**config.mk**
```make
export PLATFORM = sky130hd
export DESIGN_NAME = rdptr_h_lvl_flat
export DESIGN_NICKNAME = d
export VERILOG_FILES = /design/src/rtl/rdptr_h_lvl_pkg.sv /design/src/rtl/rdptr_h_lvl_if.sv /design/src/rtl/rdptr_h_lvl_gray2bin_conv.sv /design/src/rtl/rdptr_h_lvl.sv /design/src/flat_wrapper.sv
export SDC_FILE = /design/constraint.sdc
export NUM_CORES = 1
export LEC_CHECK = 0
export ABC_AREA = 1
export CAP_MARGIN = 15
export CORE_AREA = 4 4 41 43
export CTS_BUF_LIST = sky130_fd_sc_hd__clkbuf_4
export CTS_CLUSTER_SIZE = 24
export DETAILED_ROUTE_END_ITERATION = 6
export DIE_AREA = 0 0 45 47
export GPL_TIMING_DRIVEN = 1
export MAX_ROUTING_LAYER = met4
export PLACE_DENSITY = 0.66
export SYNTH_ARGS = -nofsm -noshare
export SYNTH_HDL_FRONTEND = slang
export SYNTH_HIERARCHICAL = 1
export SYNTH_SLANG_ARGS = --single-unit
```
**constraint.sdc**
```tcl
create_clock -name rdclk -period 1.85 [get_ports rdclk]
set_input_delay 0.37 -clock rdclk [delete_from_list [all_inputs] [get_ports rdclk]]
set_output_delay 0.37 -clock rdclk [all_outputs]
set_load 0.01 [all_outputs]
```
**src/rtl/rdptr_h_lvl_pkg.sv**
```systemverilog
`default_nettype none
// ============================================================================
// Module      : rdptr_h_lvl_pkg
// Description : Shared pointer types, depth constant and Gray/binary helpers
//               for both the read and the write pointer handlers.
// Revision    : 1.0 - initial release
// ============================================================================
package rdptr_h_lvl_pkg;

  localparam int PKG_PTR_WIDTH = 3;
  localparam int FIFO_DEPTH    = 2 ** PKG_PTR_WIDTH;

  // One extra bit beyond the address distinguishes full from empty.
  typedef logic [PKG_PTR_WIDTH:0] ptr_t;

  function automatic ptr_t bin2gray(input ptr_t bin);
    return (bin >> 1) ^ bin;
  endfunction

  function automatic ptr_t gray2bin(input ptr_t gray);
    ptr_t bin;
    bin[PKG_PTR_WIDTH] = gray[PKG_PTR_WIDTH];
    for (int i = PKG_PTR_WIDTH - 1; i >= 0; i--) begin
      bin[i] = bin[i+1] ^ gray[i];
    end
    return bin;
  endfunction

endpackage : rdptr_h_lvl_pkg
`default_nettype wire

```
**src/rtl/rdptr_h_lvl_if.sv**
```systemverilog
`default_nettype none
// ============================================================================
// Module      : rdptr_h_lvl_if
// Description : Read-pointer handler bus: read request, synchronized Gray
//               write pointer in; pointers and status flags out. The level
//               and almost-empty signals exist only when RDPTR_LEVEL_EN is
//               defined.
// Revision    : 1.0 - initial release
// ============================================================================
interface rdptr_h_lvl_if #(
  parameter int PTR_WIDTH = 3
);
  logic                 rd_en;
  logic [PTR_WIDTH:0]   g_wrptr_sync;
  logic [PTR_WIDTH:0]   b_rdptr;
  logic [PTR_WIDTH:0]   g_rdptr;
  logic                 fifo_empty;
  logic                 underflow;
`ifdef RDPTR_LEVEL_EN
  logic [PTR_WIDTH:0]   rd_level;
  logic                 almost_empty;
`endif

  // Requester side: issues reads and supplies the synchronized write pointer.
  modport master (
    output rd_en,
    output g_wrptr_sync,
    input  b_rdptr,
    input  g_rdptr,
    input  fifo_empty,
`ifdef RDPTR_LEVEL_EN
    input  rd_level,
    input  almost_empty,
`endif
    input  underflow
  );

  // Pointer handler side.
  modport slave (
    input  rd_en,
    input  g_wrptr_sync,
    output b_rdptr,
    output g_rdptr,
    output fifo_empty,
`ifdef RDPTR_LEVEL_EN
    output rd_level,
    output almost_empty,
`endif
    output underflow
  );

endinterface : rdptr_h_lvl_if
`default_nettype wire

```
**src/rtl/rdptr_h_lvl_gray2bin_conv.sv**
```systemverilog
`default_nettype none
// ============================================================================
// Module      : gray2bin_conv
// Description : Parameterized Gray-to-binary converter. Each binary bit is
//               the XOR of all Gray bits at and above its position.
// Revision    : 1.0 - initial release
// ============================================================================
module gray2bin_conv #(
  parameter int WIDTH = 4
) (
  input  wire logic [WIDTH-1:0] i_gray,
  output logic      [WIDTH-1:0] o_bin
);

  // XOR-prefix from the MSB down to each bit position.
  for (genvar i = 0; i < WIDTH; i++) begin : g_bit
    assign o_bin[i] = ^i_gray[WIDTH-1:i];
  end

endmodule : gray2bin_conv
`default_nettype wire

```
**src/rtl/rdptr_h_lvl.sv**
```systemverilog
`default_nettype none
// ============================================================================
// Module      : rdptr_h_lvl
// Description : Read-side pointer handler for the dual-clock FIFO. Advances
//               binary/Gray read pointers on accepted reads, registers the
//               empty flag and a sticky underflow flag. With RDPTR_LEVEL_EN
//               defined it also registers the fill level and almost_empty.
// Revision    : 1.0 - initial release
// ============================================================================
module rdptr_h_lvl
  import rdptr_h_lvl_pkg::*;
#(
  parameter int PTR_WIDTH = PKG_PTR_WIDTH,
  parameter int AE_THRESH = 1
) (
  input  wire logic      rdclk,
  input  wire logic      rdrst,
  rdptr_h_lvl_if.slave   bus
);

  logic [PTR_WIDTH:0] r_b_rdptr;
  logic [PTR_WIDTH:0] r_g_rdptr;
  logic               r_fifo_empty;
  logic               r_underflow;

  logic               w_accept;
  logic [PTR_WIDTH:0] w_b_rdptr_next;
  logic [PTR_WIDTH:0] w_g_rdptr_next;

  // A read is only accepted while not empty; dropped requests leave the
  // pointers alone. All flags are derived from the post-read pointer so that
  // empty asserts on the very edge the last entry is consumed.
  always_comb begin
    w_accept       = bus.rd_en & ~r_fifo_empty;
    w_b_rdptr_next = r_b_rdptr + {{PTR_WIDTH{1'b0}}, w_accept};
    w_g_rdptr_next = (w_b_rdptr_next >> 1) ^ w_b_rdptr_next;
  end

  // Pointer, empty and underflow registers; reset wins over any read request.
  always_ff @(posedge rdclk) begin
    if (rdrst) begin
      r_b_rdptr    <= '0;
      r_g_rdptr    <= '0;
      r_fifo_empty <= 1'b1;
      r_underflow  <= 1'b0;
    end else begin
      r_b_rdptr    <= w_b_rdptr_next;
      r_g_rdptr    <= w_g_rdptr_next;
      r_fifo_empty <= (w_g_rdptr_next == bus.g_wrptr_sync);
      r_underflow  <= r_underflow | (bus.rd_en & r_fifo_empty);
    end
  end

  assign bus.b_rdptr    = r_b_rdptr;
  assign bus.g_rdptr    = r_g_rdptr;
  assign bus.fifo_empty = r_fifo_empty;
  assign bus.underflow  = r_underflow;

`ifdef RDPTR_LEVEL_EN
  localparam logic [PTR_WIDTH:0] C_AE_THRESH = (PTR_WIDTH+1)'(AE_THRESH);

  logic [PTR_WIDTH:0] w_b_wrptr_sync;
  logic [PTR_WIDTH:0] w_level_next;
  logic [PTR_WIDTH:0] r_rd_level;
  logic               r_almost_empty;

  gray2bin_conv #(
    .WIDTH (PTR_WIDTH + 1)
  ) u_gray2bin_conv (
    .i_gray (bus.g_wrptr_sync),
    .o_bin  (w_b_wrptr_sync)
  );

  // Occupancy wraps naturally in PTR_WIDTH+1 bits; full reads as FIFO_DEPTH.
  always_comb begin
    w_level_next = w_b_wrptr_sync - w_b_rdptr_next;
  end

  // Level and almost_empty share the edge on which fifo_empty updates.
  always_ff @(posedge rdclk) begin
    if (rdrst) begin
      r_rd_level     <= '0;
      r_almost_empty <= 1'b1;
    end else begin
      r_rd_level     <= w_level_next;
      r_almost_empty <= (w_level_next <= C_AE_THRESH);
    end
  end

  assign bus.rd_level     = r_rd_level;
  assign bus.almost_empty = r_almost_empty;
`endif

endmodule : rdptr_h_lvl
`default_nettype wire

```
**src/flat_wrapper.sv**
```systemverilog
// flat-port wrapper written by rule: the top's interface ports become plain ports
module rdptr_h_lvl_flat import rdptr_h_lvl_pkg::*;
#(
  parameter int PTR_WIDTH = PKG_PTR_WIDTH,
  parameter int AE_THRESH = 1
)
  (rdclk, rdrst, bus_rd_en, bus_g_wrptr_sync, bus_b_rdptr, bus_g_rdptr, bus_fifo_empty, bus_underflow);
  rdptr_h_lvl_if #(.PTR_WIDTH(PTR_WIDTH)) bus_i ();
  input  wire logic rdclk;
  input  wire logic rdrst;
  input wire logic [$bits(bus_i.rd_en)-1:0] bus_rd_en;
  input wire logic [$bits(bus_i.g_wrptr_sync)-1:0] bus_g_wrptr_sync;
  output wire logic [$bits(bus_i.b_rdptr)-1:0] bus_b_rdptr;
  output wire logic [$bits(bus_i.g_rdptr)-1:0] bus_g_rdptr;
  output wire logic [$bits(bus_i.fifo_empty)-1:0] bus_fifo_empty;
  output wire logic [$bits(bus_i.underflow)-1:0] bus_underflow;
  assign bus_i.rd_en = bus_rd_en;
  assign bus_i.g_wrptr_sync = bus_g_wrptr_sync;
  assign bus_b_rdptr = bus_i.b_rdptr;
  assign bus_g_rdptr = bus_i.g_rdptr;
  assign bus_fifo_empty = bus_i.fifo_empty;
  assign bus_underflow = bus_i.underflow;
  rdptr_h_lvl #(.PTR_WIDTH(PTR_WIDTH), .AE_THRESH(AE_THRESH)) u_core (.rdclk(rdclk), .rdrst(rdrst), .bus(bus_i));
endmodule
```
==> results.md, run 1 <==
* Status: complete, no violations
* LEAKAGE at 0.341 nW
* Port buffer count at 16
* First-pass GRT wire length at 1.76 mm
* Worst-path clk slew at 0.06 ns
* Seq pwr share at 0.439
* Num CTS Buffers at 3
* Period Utilization, post-route at 0.907
* WL final at 1.14 mm
* Initial Utilization at 0.358
* Clk network pwr share at 0.353
* Critical path fanouts, max at 5
* Depth of the worst hold-timing path at 3
* Tot GR Track Use at 0.120
* # rows at 13
* Worst path required time at 1.48 ns
* Post-route ant nets at 0
* Post-route DRC at 0
* P per Cell Area at 646 nW/um^2
* Antenna diodes at 0
* # clock sinks at 9
* Main flop type after synthesis: dfxtp_1
* Most frequent cell after synthesis: nand2_1
* Syn avg cell area at 6.75 sq um
* Peak supply drop at 361 uV
* Largest cells by area after synthesis: dfxtp_1 (39%), nand2_1 (16%), nand3_1 (11%), inv_1 (7.3%), nor2_1 (5.6%)
* Worst setup EP type: output pin
* CTS tree: yes
* Hold Path Sink: u_core/bus.underflow
* Sequential area share after synthesis at 0.387
* Synth top cells by count: nand2_1 (20), nand3_1 (10), dfxtp_1 (9), inv_1 (9), nor2_1 (7)
* Hold Buf Count CTS at 0
* Fin area at 741 sq um
* Yosys reg bits at 9
* P&R area growth vs syn at 59.1%
* Clk Latency, worst-skew pair at 0.26 ns
* Gr ovfl total at 0
* Slew @ Worst Pin at 0.340 ns
* DP Area at 678 sq um
* Layout cells sized above 1 at 0.191
* Gpl congestion at 0.793
* Period minus WS final at 1.68 ns
* Slowest cell delay on critical path at 0.59 ns
* Max Cap Viol at 0
* FF-to-FF path depth at 11
* Die Area at 2120 sq um
* Wire per inst at 10.5 um
* Fraction of registers with async set/reset at 0
* Vias per cell at 4.60
* Clock Tree Root: clkbuf_4
* Hold Fails Final Rpt at 0
* Total number of vias at 501
* Hold Path Class: input port to flip-flop
* Core footprint at 1300 sq um
* Startpoint types: flip-flop
* Slew margin rel. at 0.773
* # nets final at 104
* Comb power frac at 0.208
* Synthesized area at 465 sq um
* CP top delay family: buffers and inverters
* Clk_skew at 0.000635 ns
* Int Pwr at 358 uW
* Bufs and invs on worst path at 1
* Worst endpoint data arrival time at 1.31 ns
* Die Wd at 45 um
* Fmax at 0.596 GHz
* Final instance count without filler cells at 109
* Height of the die at 47 um
* Synth unique cells at 13
* Syn Inst Count at 69
* Initial DRT Pass Iterations at 5
* Pin count of the biggest net entering global routing at 10
* DP Wirelength at 882 um
* Final setup vio count at 0
* Post-synth top area share at 0.387
* Dpl cells at 104
* Post-Synthesis Net Count at 78
* Endpoint of the worst register-to-register path: u_core/bus.fifo_empty
* Final Max Tran Viols at 0
* H-tree depth at 1
* CP max-delay cell: clkdlybuf4s50_1
* Initial antenna violation count at 0
* CP Cell Sequence: clkdlybuf4s50_1
* Initial DRC count at 13
* I/O Pins at 17
* Post-synth EDFFs at 0
* Layout fillers at 131
* Buffer depth of the longest clock path at 2
* Reg2reg setup slack at 0.34 ns
* Largest area contributor in the netlist: dfxtp_1
* YS warnings at 6
* Sw Share at 0.252
* RSZ-0062 raised after global routing: no
* Vias in the first global route at 432
* Hold path start: bus_rd_en
* FF-to-FF Start: u_core/bus.fifo_empty
* CP Depth at 1
* Crit path kind: flip-flop to output pin
* Sw power at 121 uW
worst max-delay path by stage:
stage | start | to | slack, ns
3_5_place_dp | bus_rd_en | u_core/bus.fifo_empty | -0.27
4_1_cts | bus_rd_en | u_core/bus.fifo_empty | 0.008
6_report | u_core/bus.b_rdptr[1] | bus_b_rdptr[1] | 0.17
5_1_grt | u_core/bus.b_rdptr[1] | bus_b_rdptr[1] | 0.13
2_1_floorplan | bus_rd_en | u_core/bus.fifo_empty | 0.30
3_3_place_gp | bus_rd_en | u_core/bus.fifo_empty | -0.25
per-stage QoR:
stage	utilization	setup slack (ns)	setup TNS, ns	total power, mW	hold slack (ns)
finish	0.569	0.172	0	0.479	0.397
floorplan	-	0.299	0	0.254	0.502
global placement	0.521	-0.247	-0.477	0.302	0.452
detailed placement	0.521	-0.267	-0.585	0.304	0.472
global route	0.569	0.130	0	0.500	0.418
CTS	0.544	0.00751	0	0.475	0.487
registers in the layout, summed over array words and instances (netlist names):
name and flops:
u_core/bus.underflow 1, u_core/bus.fifo_empty 1, u_core/bus.g_rdptr 3, u_core/bus.b_rdptr 4
what timing repair did:
item	CTS	global route
gates resized for setup	0	7
setup endpoints to repair	0	2
buffers inserted	0	1
power by group through the flow:
stage          Clock, mW  Combinational [mW]  Sequential, mW
4_1_cts            0.175              0.0898           0.210
5_1_grt            0.181               0.109           0.211
2_1_floorplan          0              0.0363           0.218
3_3_place_gp           0              0.0881           0.214
6_report           0.169              0.0996           0.210
3_5_place_dp           0              0.0893           0.214
final cells by class:
type	instances	area, sq um	area share
multi-input cells	49	260	0.351
repair buffers	23	215	0.291
flip-flops and latches	9	180	0.243
inverters	9	36.3	0.0490
clock buffers	4	30.0	0.0405
well taps	15	18.8	0.0253
cell families (layout without fill, tap and decap cells):
| logic type | count (synthesis) | after routing | synth area share |
|---|---|---|---|
| AND/OR/NAND/NOR | 43 | 43 | 0.419 |
| buffers and inverters | 11 | 36 | 0.0968 |
| flip-flops | 9 | 9 | 0.387 |
| AO/OA/AOI/OAI | 4 | 4 | 0.0430 |
| adder cells (fa/ha/maj) | 2 | 2 | 0.0538 |
cell usage in the layout (no fill, tap or decap):
cell and count:
a21oi_1 4, buf_4 7, clkbuf_4 4, clkdlybuf4s50_1 15, dfxtp_1 9, dlymetal6s2s_1 1
ha_2 1, ha_4 1, inv_1 8, inv_4 1, nand2_1 18, nand2_2 3
nand3_1 10, nand3_2 1, nand3b_1 2, nand4_1 2, nor2_1 7
routing by layer:
layer,track usage,vias to the layer above,part of all wire
met1,0.138,216,0.46
li1,-,272,-
met2,0.195,11,0.49
met5,-,-,0
met3,0.0230,2,0.047
met4,0.0702,0,0.0053
No activity file was read; power rests on OpenSTA's default activity.
==> inputs of run 2 (changes only) <==
Settings changed: SETUP_SLACK_MARGIN from default to 0.2, SKIP_LAST_GASP from default to 1, TNS_END_PERCENT from default to 100.
==> run 2 against run 1 <==
Non-clock buffer count unchanged. Routed wire length increased by 8.6%. Count of clock-buffer cells in the layout unchanged. Die area unchanged. Global-route usage increased by 1.1 points. Core utilization increased by 0.19 points. Flip-flop and latch count unchanged. Total power about the same. Design area increased by 0.34%. Highest routed layer unchanged.
==> results.md, run 2 (synthesis gave the netlist of run 1 again) <==
* Clk Latency, worst-skew pair at 0.26 ns (about the same)
* Clock Tree Root: clkbuf_4 (unchanged)
* Worst-path clk slew at 0.06 ns (about the same)
* Clk network pwr share at 0.352 (was 0.353)
* Vias per cell at 4.75 (was 4.60)
* Port buffer count at 16 (unchanged)
* Tot GR Track Use at 0.132 (was 0.120)
* Core footprint at 1300 sq um (unchanged)
* Sw power at 121 uW (about the same)
* Initial DRC count at 16 (was 13)
* Int Pwr at 358 uW (about the same)
* Initial antenna violation count at 0 (unchanged)
* Initial DRT Pass Iterations at 4 (was 5)
* Wire per inst at 11.4 um (was 10.5 um)
* Clk_skew at 0.000534 ns (was 0.000635 ns)
* Hold Buf Count CTS at 0 (unchanged)
* Post-route ant nets at 0 (unchanged)
* CTS tree: yes (unchanged)
* Period minus WS final at 1.58 ns (was 1.68 ns)
* Setup tns final at 0 ns (unchanged)
* Top Layer Used: met4 (unchanged)
* # nets final at 104 (unchanged)
* Worst endpoint data arrival time at 1.21 ns (was 1.31 ns)
* Hold Path Class: flip-flop to flip-flop (was input port to flip-flop)
* Die Wd at 45 um (unchanged)
* Comb power frac at 0.209 (was 0.208)
* Num CTS Buffers at 3 (unchanged)
* Worst setup EP type: output pin (unchanged)
* Crit path kind: flip-flop to output pin (unchanged)
* Met1 Wirelength at 558 um (was 525 um)
* Slowest cell delay on critical path at 0.56 ns (was 0.59 ns)
* WL final at 1.24 mm (was 1.14 mm)
* Peak supply drop at 363 uV (was 361 uV)
* DP Wirelength at 882 um (unchanged)
* H-tree depth at 1 (unchanged)
* CP Cell Sequence: clkdlybuf4s50_1 (unchanged)
* Vias in the first global route at 460 (was 432)
* Pin count of the biggest net entering global routing at 10 (unchanged)
* Seq pwr share at 0.439 (about the same)
* Antenna diodes at 0 (unchanged)
* Most frequent cells in the layout: nand2_1 (19), clkdlybuf4s50_1 (15), nand3_1 (9) (was nand2_1 (18), clkdlybuf4s50_1 (15), nand3_1 (10))
* Layout fillers at 133 (was 131)
* LEAKAGE at 0.335 nW (was 0.341 nW)
* Height of the die at 47 um (unchanged)
* Status: complete, no violations (unchanged)
* CP top delay family: buffers and inverters (unchanged)
* Critical path fanouts, max at 5 (unchanged)
* Final Max Tran Viols at 0 (unchanged)
* Total number of vias at 518 (was 501)
* Startpoint types: flip-flop (unchanged)
* P&R area growth vs syn at 59.7% (was 59.1%)
* RSZ-0062 raised after global routing: no (unchanged)
* # rows at 13 (unchanged)
* Fin area at 743 sq um (was 741 sq um)
* Post-route DRC at 0 (unchanged)
* Sw Share at 0.253 (was 0.252)
* Layout cells sized above 1 at 0.223 (was 0.191)
* Slew margin rel. at 0.776 (was 0.773)
* Period Utilization, post-route at 0.854 (was 0.907)
* Buffer depth of the longest clock path at 2 (unchanged)
* Gpl congestion at 0.793 (unchanged)
* Bufs and invs on worst path at 1 (unchanged)
* I/O Pins at 17 (unchanged)
* # clock sinks at 9 (unchanged)
* Initial Utilization at 0.358 (unchanged)
* Fmax at 0.633 GHz (was 0.596 GHz)
* Met3 wire length at 72 um (was 54 um)
* Largest register FFs at 4 (unchanged)
* Worst path required time at 1.48 ns (about the same)
* Commonest non-fill, non-tap cell in the layout: nand2_1 (unchanged)
* CP max-delay cell: clkdlybuf4s50_1 (unchanged)
* Final setup vio count at 0 (unchanged)
* First-pass GRT wire length at 1.89 mm (was 1.76 mm)
* P per Cell Area at 645 nW/um^2 (was 646 nW/um^2)
* Met2 WL at 588 um (was 553 um)
* Die Area at 2120 sq um (unchanged)
* Gr ovfl total at 0 (unchanged)
* DP Area at 678 sq um (unchanged)
* Max Cap Viol at 0 (unchanged)
* Post-layout util at 0.571 (was 0.569)
* Slew @ Worst Pin at 0.335 ns (was 0.340 ns)
* Hold Fails Final Rpt at 0 (unchanged)
run 2: cell count changes in the layout (fill, tap and decap cells not counted), sizes merged:
cell          delta
dlymetal6s2s     -1
dlygate4sd2      +1
run 2: final timing paths:
check                         from               endpoint  slack [ns]  depth (start not counted)
max reg2reg  u_core/bus.fifo_empty  u_core/bus.fifo_empty        0.32                         11
max          u_core/bus.b_rdptr[1]         bus_b_rdptr[1]        0.27                          1
min reg2reg   u_core/bus.underflow   u_core/bus.underflow        0.48                          2
min           u_core/bus.underflow   u_core/bus.underflow        0.48                          2
run 2: timing repair:
action	in CTS	in global routing
endpoints found under the hold margin	0	0
buffers inserted	1	0
endpoints found under the setup margin	4	3
gates resized for setup	8	2
pin swaps	3	0
run 2: cell type report:
cell class	instances	area, sq um	area share
inverters	9	36.3	0.0488
repair buffers	23	211	0.285
flip-flops and latches	9	184	0.247
multi-input cells	49	263	0.354
clock buffers	4	30.0	0.0404
well taps	15	18.8	0.0253
run 2: power groups by stage:
stage | clock, mW | combinational (mW) | sequential [mW]
4_1_cts | 0.175 | 0.0981 | 0.210
2_1_floorplan | 0 | 0.0363 | 0.218
5_1_grt | 0.181 | 0.109 | 0.211
6_report | 0.169 | 0.100 | 0.210
3_3_place_gp | 0 | 0.0881 | 0.214
3_5_place_dp | 0 | 0.0893 | 0.214
run 2: layer usage:
metal,global-route usage,vias to the layer above
li1,-,273
met3,0.0230,4
met2,0.234,21
met5,-,-
met4,0.0702,0
met1,0.138,220
run 2: stage by stage:
stage / setup slack (ns) / power (mW) / cells / hold slack [ns]
after floorplan: 0.299 / 0.254 / 69 / 0.502
after global placement: -0.247 / 0.302 / 104 / 0.452
after detailed placement: -0.267 / 0.304 / 104 / 0.472
after CTS: 0.166 / 0.484 / 109 / 0.487
after global routing: 0.203 / 0.501 / 109 / 0.508
final: 0.270 / 0.479 / 109 / 0.480
==> inputs of run 3 (changes only) <==
Settings changed: SLEW_MARGIN from default to 20.
==> results of run 3 <==
The final DEF is identical to that of run 2; final timing and power are the same.
